$ cat config.mk
export PLATFORM = sky130hd
export DESIGN_NAME = aes_key_sched_ctrl
export DESIGN_NICKNAME = d
export VERILOG_FILES = /design/src/rtl/aes_key_sched_ctrl.sv
export SDC_FILE = /design/constraint.sdc
export NUM_CORES = 2
export LEC_CHECK = 0
export BUFFER_PORTS_ARGS = -buffer_cell sky130_fd_sc_hd__buf_4
export CAP_MARGIN = 20
export CORE_MARGIN = 4
export CORE_UTILIZATION = 65
export CTS_CLUSTER_DIAMETER = 80
export DETAILED_ROUTE_END_ITERATION = 12
export GPL_ROUTABILITY_DRIVEN = 0
export GPL_TIMING_DRIVEN = 0
export PLACE_DENSITY_LB_ADDON = 0.05
export REMOVE_ABC_BUFFERS = 1
export SETUP_SLACK_MARGIN = 0.4
export SLEW_MARGIN = 20
export SYNTH_ARGS = -nofsm -noshare
export SYNTH_HDL_FRONTEND = slang
export SYNTH_SLANG_ARGS = --single-unit
$ cat constraint.sdc
create_clock -name clk -period 21.7 [get_ports clk]
set_input_delay 4.34 -clock clk [delete_from_list [all_inputs] [get_ports clk]]
set_output_delay 4.34 -clock clk [all_outputs]
set_load 0.005 [all_outputs]
$ cat src/rtl/aes_key_sched_ctrl.sv
// rtl/aes_key_sched_ctrl.sv - iterative AES-128 key schedule, one round key per cycle, indexed read port.
// Optional macro KEYSCHED_INV_EN: rk_inv=1 maps the read index to 10 - rk_idx.

module sbox (
   input  logic [7:0] a,
   output logic [7:0] s
);
   function automatic logic [7:0] gf_mul(input logic [7:0] x, input logic [7:0] y);
      logic [7:0] p;
      logic [7:0] b;
      p = 8'h00;
      b = x;
      for (int i = 0; i < 8; i++) begin
         if (y[i]) p = p ^ b;
         b = {b[6:0], 1'b0} ^ (b[7] ? 8'h1b : 8'h00);
      end
      return p;
   endfunction

   logic [7:0] inv;

   // Multiplicative inverse as a^254 = product of a^(2^k), k=1..7; zero maps to zero.
   always_comb begin
      logic [7:0] sq;
      sq  = a;
      inv = 8'h01;
      for (int k = 1; k < 8; k++) begin
         sq  = gf_mul(sq, sq);
         inv = gf_mul(inv, sq);
      end
      s = inv ^ {inv[6:0], inv[7]} ^ {inv[5:0], inv[7:6]} ^ {inv[4:0], inv[7:5]}
              ^ {inv[3:0], inv[7:4]} ^ 8'h63;
   end
endmodule

module aes_key_sched_ctrl #(
   parameter int ROUNDS = 10
) (
   input  logic         clk,
   input  logic         rst,
   input  logic [127:0] key_in,
   input  logic         key_valid,
   output logic         key_ready,
   output logic         keys_ready,
   output logic         exp_done,
   input  logic         rk_rd_en,
   input  logic [3:0]   rk_idx,
   input  logic         rk_inv,
   output logic [127:0] rk_data,
   output logic         rk_rd_valid,
   output logic         rk_err
);
   localparam logic [3:0] LAST = 4'(ROUNDS);

   generate
      if (ROUNDS != 10) begin : g_bad_rounds
         $error("aes_key_sched_ctrl supports only ROUNDS = 10");
      end
   endgenerate

   typedef enum logic [1:0] {IDLE, EXPAND, READY} state_t;

   state_t       state;
   state_t       state_nx;
   logic [3:0]   rc;
   logic [127:0] store [0:10];
   logic         accept;
   logic [127:0] prev_key;
   logic [31:0]  rot;
   logic [31:0]  sub;
   logic [31:0]  t;
   logic [31:0]  n0, n1, n2, n3;
   logic [7:0]   rcon;
   logic [3:0]   eff_idx;

   assign accept = key_valid && key_ready;

   always_ff @(posedge clk) begin
      if (rst) state <= IDLE;
      else     state <= state_nx;
   end

   always_comb begin
      state_nx = state;
      case (state)
         IDLE:    if (accept) state_nx = EXPAND;
         EXPAND:  if (rc == LAST) state_nx = READY;
         READY:   if (accept) state_nx = EXPAND;
         default: state_nx = IDLE;
      endcase
   end

   always_comb begin
      key_ready  = 1'b1;
      keys_ready = 1'b0;
      case (state)
         IDLE:    begin key_ready = 1'b1; keys_ready = 1'b0; end
         EXPAND:  begin key_ready = 1'b0; keys_ready = 1'b0; end
         READY:   begin key_ready = 1'b1; keys_ready = 1'b1; end
         default: begin key_ready = 1'b1; keys_ready = 1'b0; end
      endcase
   end

   always_comb begin
      case (rc)
         4'd1:    rcon = 8'h01;
         4'd2:    rcon = 8'h02;
         4'd3:    rcon = 8'h04;
         4'd4:    rcon = 8'h08;
         4'd5:    rcon = 8'h10;
         4'd6:    rcon = 8'h20;
         4'd7:    rcon = 8'h40;
         4'd8:    rcon = 8'h80;
         4'd9:    rcon = 8'h1b;
         4'd10:   rcon = 8'h36;
         default: rcon = 8'h00;
      endcase
   end

   // Single shared 4-byte S-box path applied to RotWord(w3) of the previous slot.
   assign prev_key = store[rc - 4'd1];
   assign rot      = {prev_key[23:0], prev_key[31:24]};

   sbox u_sbox0 (.a(rot[31:24]), .s(sub[31:24]));
   sbox u_sbox1 (.a(rot[23:16]), .s(sub[23:16]));
   sbox u_sbox2 (.a(rot[15:8]),  .s(sub[15:8]));
   sbox u_sbox3 (.a(rot[7:0]),   .s(sub[7:0]));

   assign t  = sub ^ {rcon, 24'h0};
   assign n0 = prev_key[127:96] ^ t;
   assign n1 = prev_key[95:64]  ^ n0;
   assign n2 = prev_key[63:32]  ^ n1;
   assign n3 = prev_key[31:0]   ^ n2;

   always_ff @(posedge clk) begin
      if (rst) begin
         rc       <= 4'd0;
         exp_done <= 1'b0;
      end else begin
         exp_done <= (state == EXPAND) && (rc == LAST);
         if (accept)
            rc <= 4'd1;
         else if (state == EXPAND)
            rc <= rc + 4'd1;
      end
   end

   // The store is deliberately not cleared by reset; the FSM alone gates readability.
   always_ff @(posedge clk) begin
      if (!rst) begin
         if (accept)
            store[0] <= key_in;
         else if (state == EXPAND)
            store[rc] <= {n0, n1, n2, n3};
      end
   end

`ifdef KEYSCHED_INV_EN
   assign eff_idx = rk_inv ? (4'd10 - rk_idx) : rk_idx;
`else
   logic unused_inv;
   assign unused_inv = rk_inv;
   assign eff_idx    = rk_idx;
`endif

   always_ff @(posedge clk) begin
      if (rst) begin
         rk_data     <= 128'h0;
         rk_rd_valid <= 1'b0;
         rk_err      <= 1'b0;
      end else if (rk_rd_en) begin
         if (state == READY && rk_idx <= 4'd10) begin
            rk_data     <= store[eff_idx];
            rk_rd_valid <= 1'b1;
            rk_err      <= 1'b0;
         end else begin
            rk_data     <= 128'h0;
            rk_rd_valid <= 1'b0;
            rk_err      <= 1'b1;
         end
      end else begin
         rk_rd_valid <= 1'b0;
         rk_err      <= 1'b0;
      end
   end
endmodule
==> impl_metrics.tcl <==
set metrics [dict create \
    overflow 0 \
    vias_per_cell 6.88 \
    layout.filler_cells 13200 \
    drtIter0Drc 12900 \
    place_hpwl_mm 269 \
    stdcell_area_um2 147000 \
    fmax_mhz 48.5 \
    die_w_um 455 \
    reg2reg_depth 68 \
    ctsHtreeMaxLevel 4 \
    dieArea_um2 207000 \
    cts_made_buffers 166 \
    required_ns 22.23 \
    ys_ff_latch 1545 \
    fp.dieH_um 455 \
    synth_edf_count 1408 \
    clock_latency_ns 0.88 \
    syn_avg_cell_area_um2 10.5 \
    hold_class "flop to flop" \
    r2r_start "rc[0]$_SDFFE_PP0P_" \
    routed_wl_mm 399 \
    dr.pass1.iters 9 \
    seq_area_frac_synth_pct 34.6 \
    ys_types 126 \
    startpoint "rc[0]$_SDFFE_PP0P_" \
    syn2layout_area_growth_pct 12.9 \
    fin_skew_ns 0.0943 \
    hold_viol_final 0 \
    multi_input_area_um2 84200 \
    clk_pin_slew_worst_paths_ns 0.06 \
    synth.area.top_cells "edfxtp_1 33%, xnor2_1 11%, mux4_2 8.6%, xnor3_1 5.2%, mux2i_1 4.1%" \
    worst_path_largest_cell_delay_ns 0.63 \
    detail-route-antenna-nets 0 \
    drv_slew 0 \
    setup_viol 0 \
    drv_cap 0 \
    clock_tree.buffer_depth 3 \
    antenna_found_initial 16 \
    period_share_pct 95.1 \
    postCtsHoldBufs 0 \
    io_buffers 268 \
    rows 163 \
    crit_path_max_fanout 52 \
    core-area_um2 198000 \
    async_flop_share_pct 0 \
    layout-drive-gt1-share_pct 19.1 \
    grt_pass1_wl_mm 598 \
    min-delay-start "rk_data[48]$_SDFFE_PP0P_" \
    fin_cells 15100 \
    preCtsSetupSlack_ns -3.73 \
    critPathLaunchType "flop" \
    synth.top_cell.area_share_pct 32.5 \
    nets 12500 \
    grt_max_degree 89 \
    hold_depth 2 \
    cp.arrival_ns 21.17 \
    grt_pass1_vias 100000 \
    syn_inst 12400 \
    criticalPathCategory "flop to flop" \
    placed_area_um2 138000 \
    grt.total_usage_pct 37.2 \
    regArea_um2 45000 \
    crit_path_end_kind "flop" \
    outcome "completed" \
    synth_area_um2 130000 \
    critPathSlowestCell "xnor3_1" \
    wl_per_cell_um 26.4 \
    route.detailed.drc 0 \
    cts_tree "yes" \
    cpMostUsedCell "xnor3_1" \
    setup_slack_ns 1.06 \
    tightest_slew_ns 1.18 \
    synth-warning-count 0 \
    rsz0062_at_grt "no" \
    post-route-util_pct 74.1 \
    pin_count 270 \
    placedCellCount 14700 \
    cts.sink_count 1545 \
    vias 104000 \
    synthFlopType "edfxtp_1" \
    slew_headroom_pct 21.5 \
    cts-root-buf "clkbuf_16" \
    post-route-min-period_ns 20.64 \
    yosys.area.top_type "edfxtp_1" \
    start_util_pct 65.7 \
]
[layout by cell type, fill, tap and decap left out, drive strengths merged, types with 21 or more instances in the layout]
cell and count:
o211ai 331, inv 102, clkinv 90, o221ai 44, xnor2 1824, and2 67, and3 40, nor2 1284
or3 45, xor2 484, xor3 46, nand3 201, edfxtp 1408, nand2b 190, dfxtp 137, nor2b 63
nor3 179, xnor3 326, mux2i 532, a221o 22, or2 22, a32oi 21, a211oi 163, a21oi 644
a221oi 41, o21ai 518, mux2 180, a31oi 142, mux4 497, a21o 35, a22oi 69, ha 26
a211o 27, o22ai 114, nand2 1232, clkbuf 215, buf 699, nor4 25, o21a 34
[layer usage]
layer,up-vias,track usage [%],wire (um)
met5,-,0,63
li1,45100,-,-
met1,51400,50.1,150000
met2,6508,58.2,185000
met3,1080,6.73,41600
met4,10,19.1,22200
[area by class of cell]
type	instances	area share [%]
diodes	11	0.0188
clock buffers	214	3.07
clock inverters	98	0.744
inverters	113	0.309
multi-input cells	9812	57.4
flip-flops and latches	1545	30.7
well taps	2640	2.25
repair buffers	700	5.57
repair inverters	1	0.00341
[critical path, delay by kind of cell (launching register included)]
family / cells / cell delay (ns)
buffers and inverters: 12 / 2.47
muxes: 2 / 0.45
AOI/OAI and AO/OA: 13 / 3.31
and+or+nand+nor: 14 / 3.41
adders and majority gates: 5 / 2.10
DFF: 1 / 0.39
xor gates and xnor gates: 22 / 7.99
[timing repair]
action                     4_1_cts  5_1_grt
pin swaps                       10       29
buffers inserted                18       94
resized for setup              162      174
cloned                           3        1
setup endpoints to repair     1408     1351
[path summary, 6_finish.rpt]
| kind | to | slack (ns) |
|---|---|---|
| setup / recovery | store[1][24]$_DFFE_PP_ | 1.06 |
| hold / removal | rk_data[48]$_SDFFE_PP0P_ | 0.47 |
| setup reg to reg | store[1][24]$_DFFE_PP_ | 1.06 |
| hold reg to reg | rk_data[48]$_SDFFE_PP0P_ | 0.47 |
[registers in the layout (all words and copies together), names as in the netlist]
register and count:
store 1408, rk_err 1, rc 4, rk_data 128, state 2, exp_done 1, rk_rd_valid 1
[synthesized netlist by cell type, drive strengths merged, types with 179 or more instances]
master	count
nand2b	190
xnor3	325
a21oi	644
o211ai	331
xnor2	1822
xor2	484
nand3	201
o21ai	518
clkbuf	567
buf	319
nand2	1232
mux4	497
mux2	180
nor2	1284
edfxtp	1408
nor3	179
mux2i	532
[through the flow]
step	hold WS [ns]	setup TNS [ns]
global placement	0.457	-
detailed placement	0.462	-1947.33
CTS	0.473	0
floorplan	0.460	-
global route	0.493	0
finish	0.471	0
[cells by family (layout without fill, tap and decap cells)]
| family | after synthesis | in the layout | synth area share [%] |
|---|---|---|---|
| xor gates and xnor gates | 2677 | 2680 | 23.6 |
| adders and majority gates | 26 | 26 | 0.250 |
| muxes | 1209 | 1209 | 14.3 |
| and+or+nand+nor | 3439 | 3439 | 11.5 |
| buffers and inverters | 999 | 1126 | 3.41 |
| other | 0 | 11 | 0 |
| DFF | 1545 | 1545 | 34.6 |
| AOI/OAI and AO/OA | 2458 | 2458 | 12.3 |
Power is left out: the tool's default activity adds up to more than one toggle a clock period on the data nets, which glitch-free logic cannot reach.
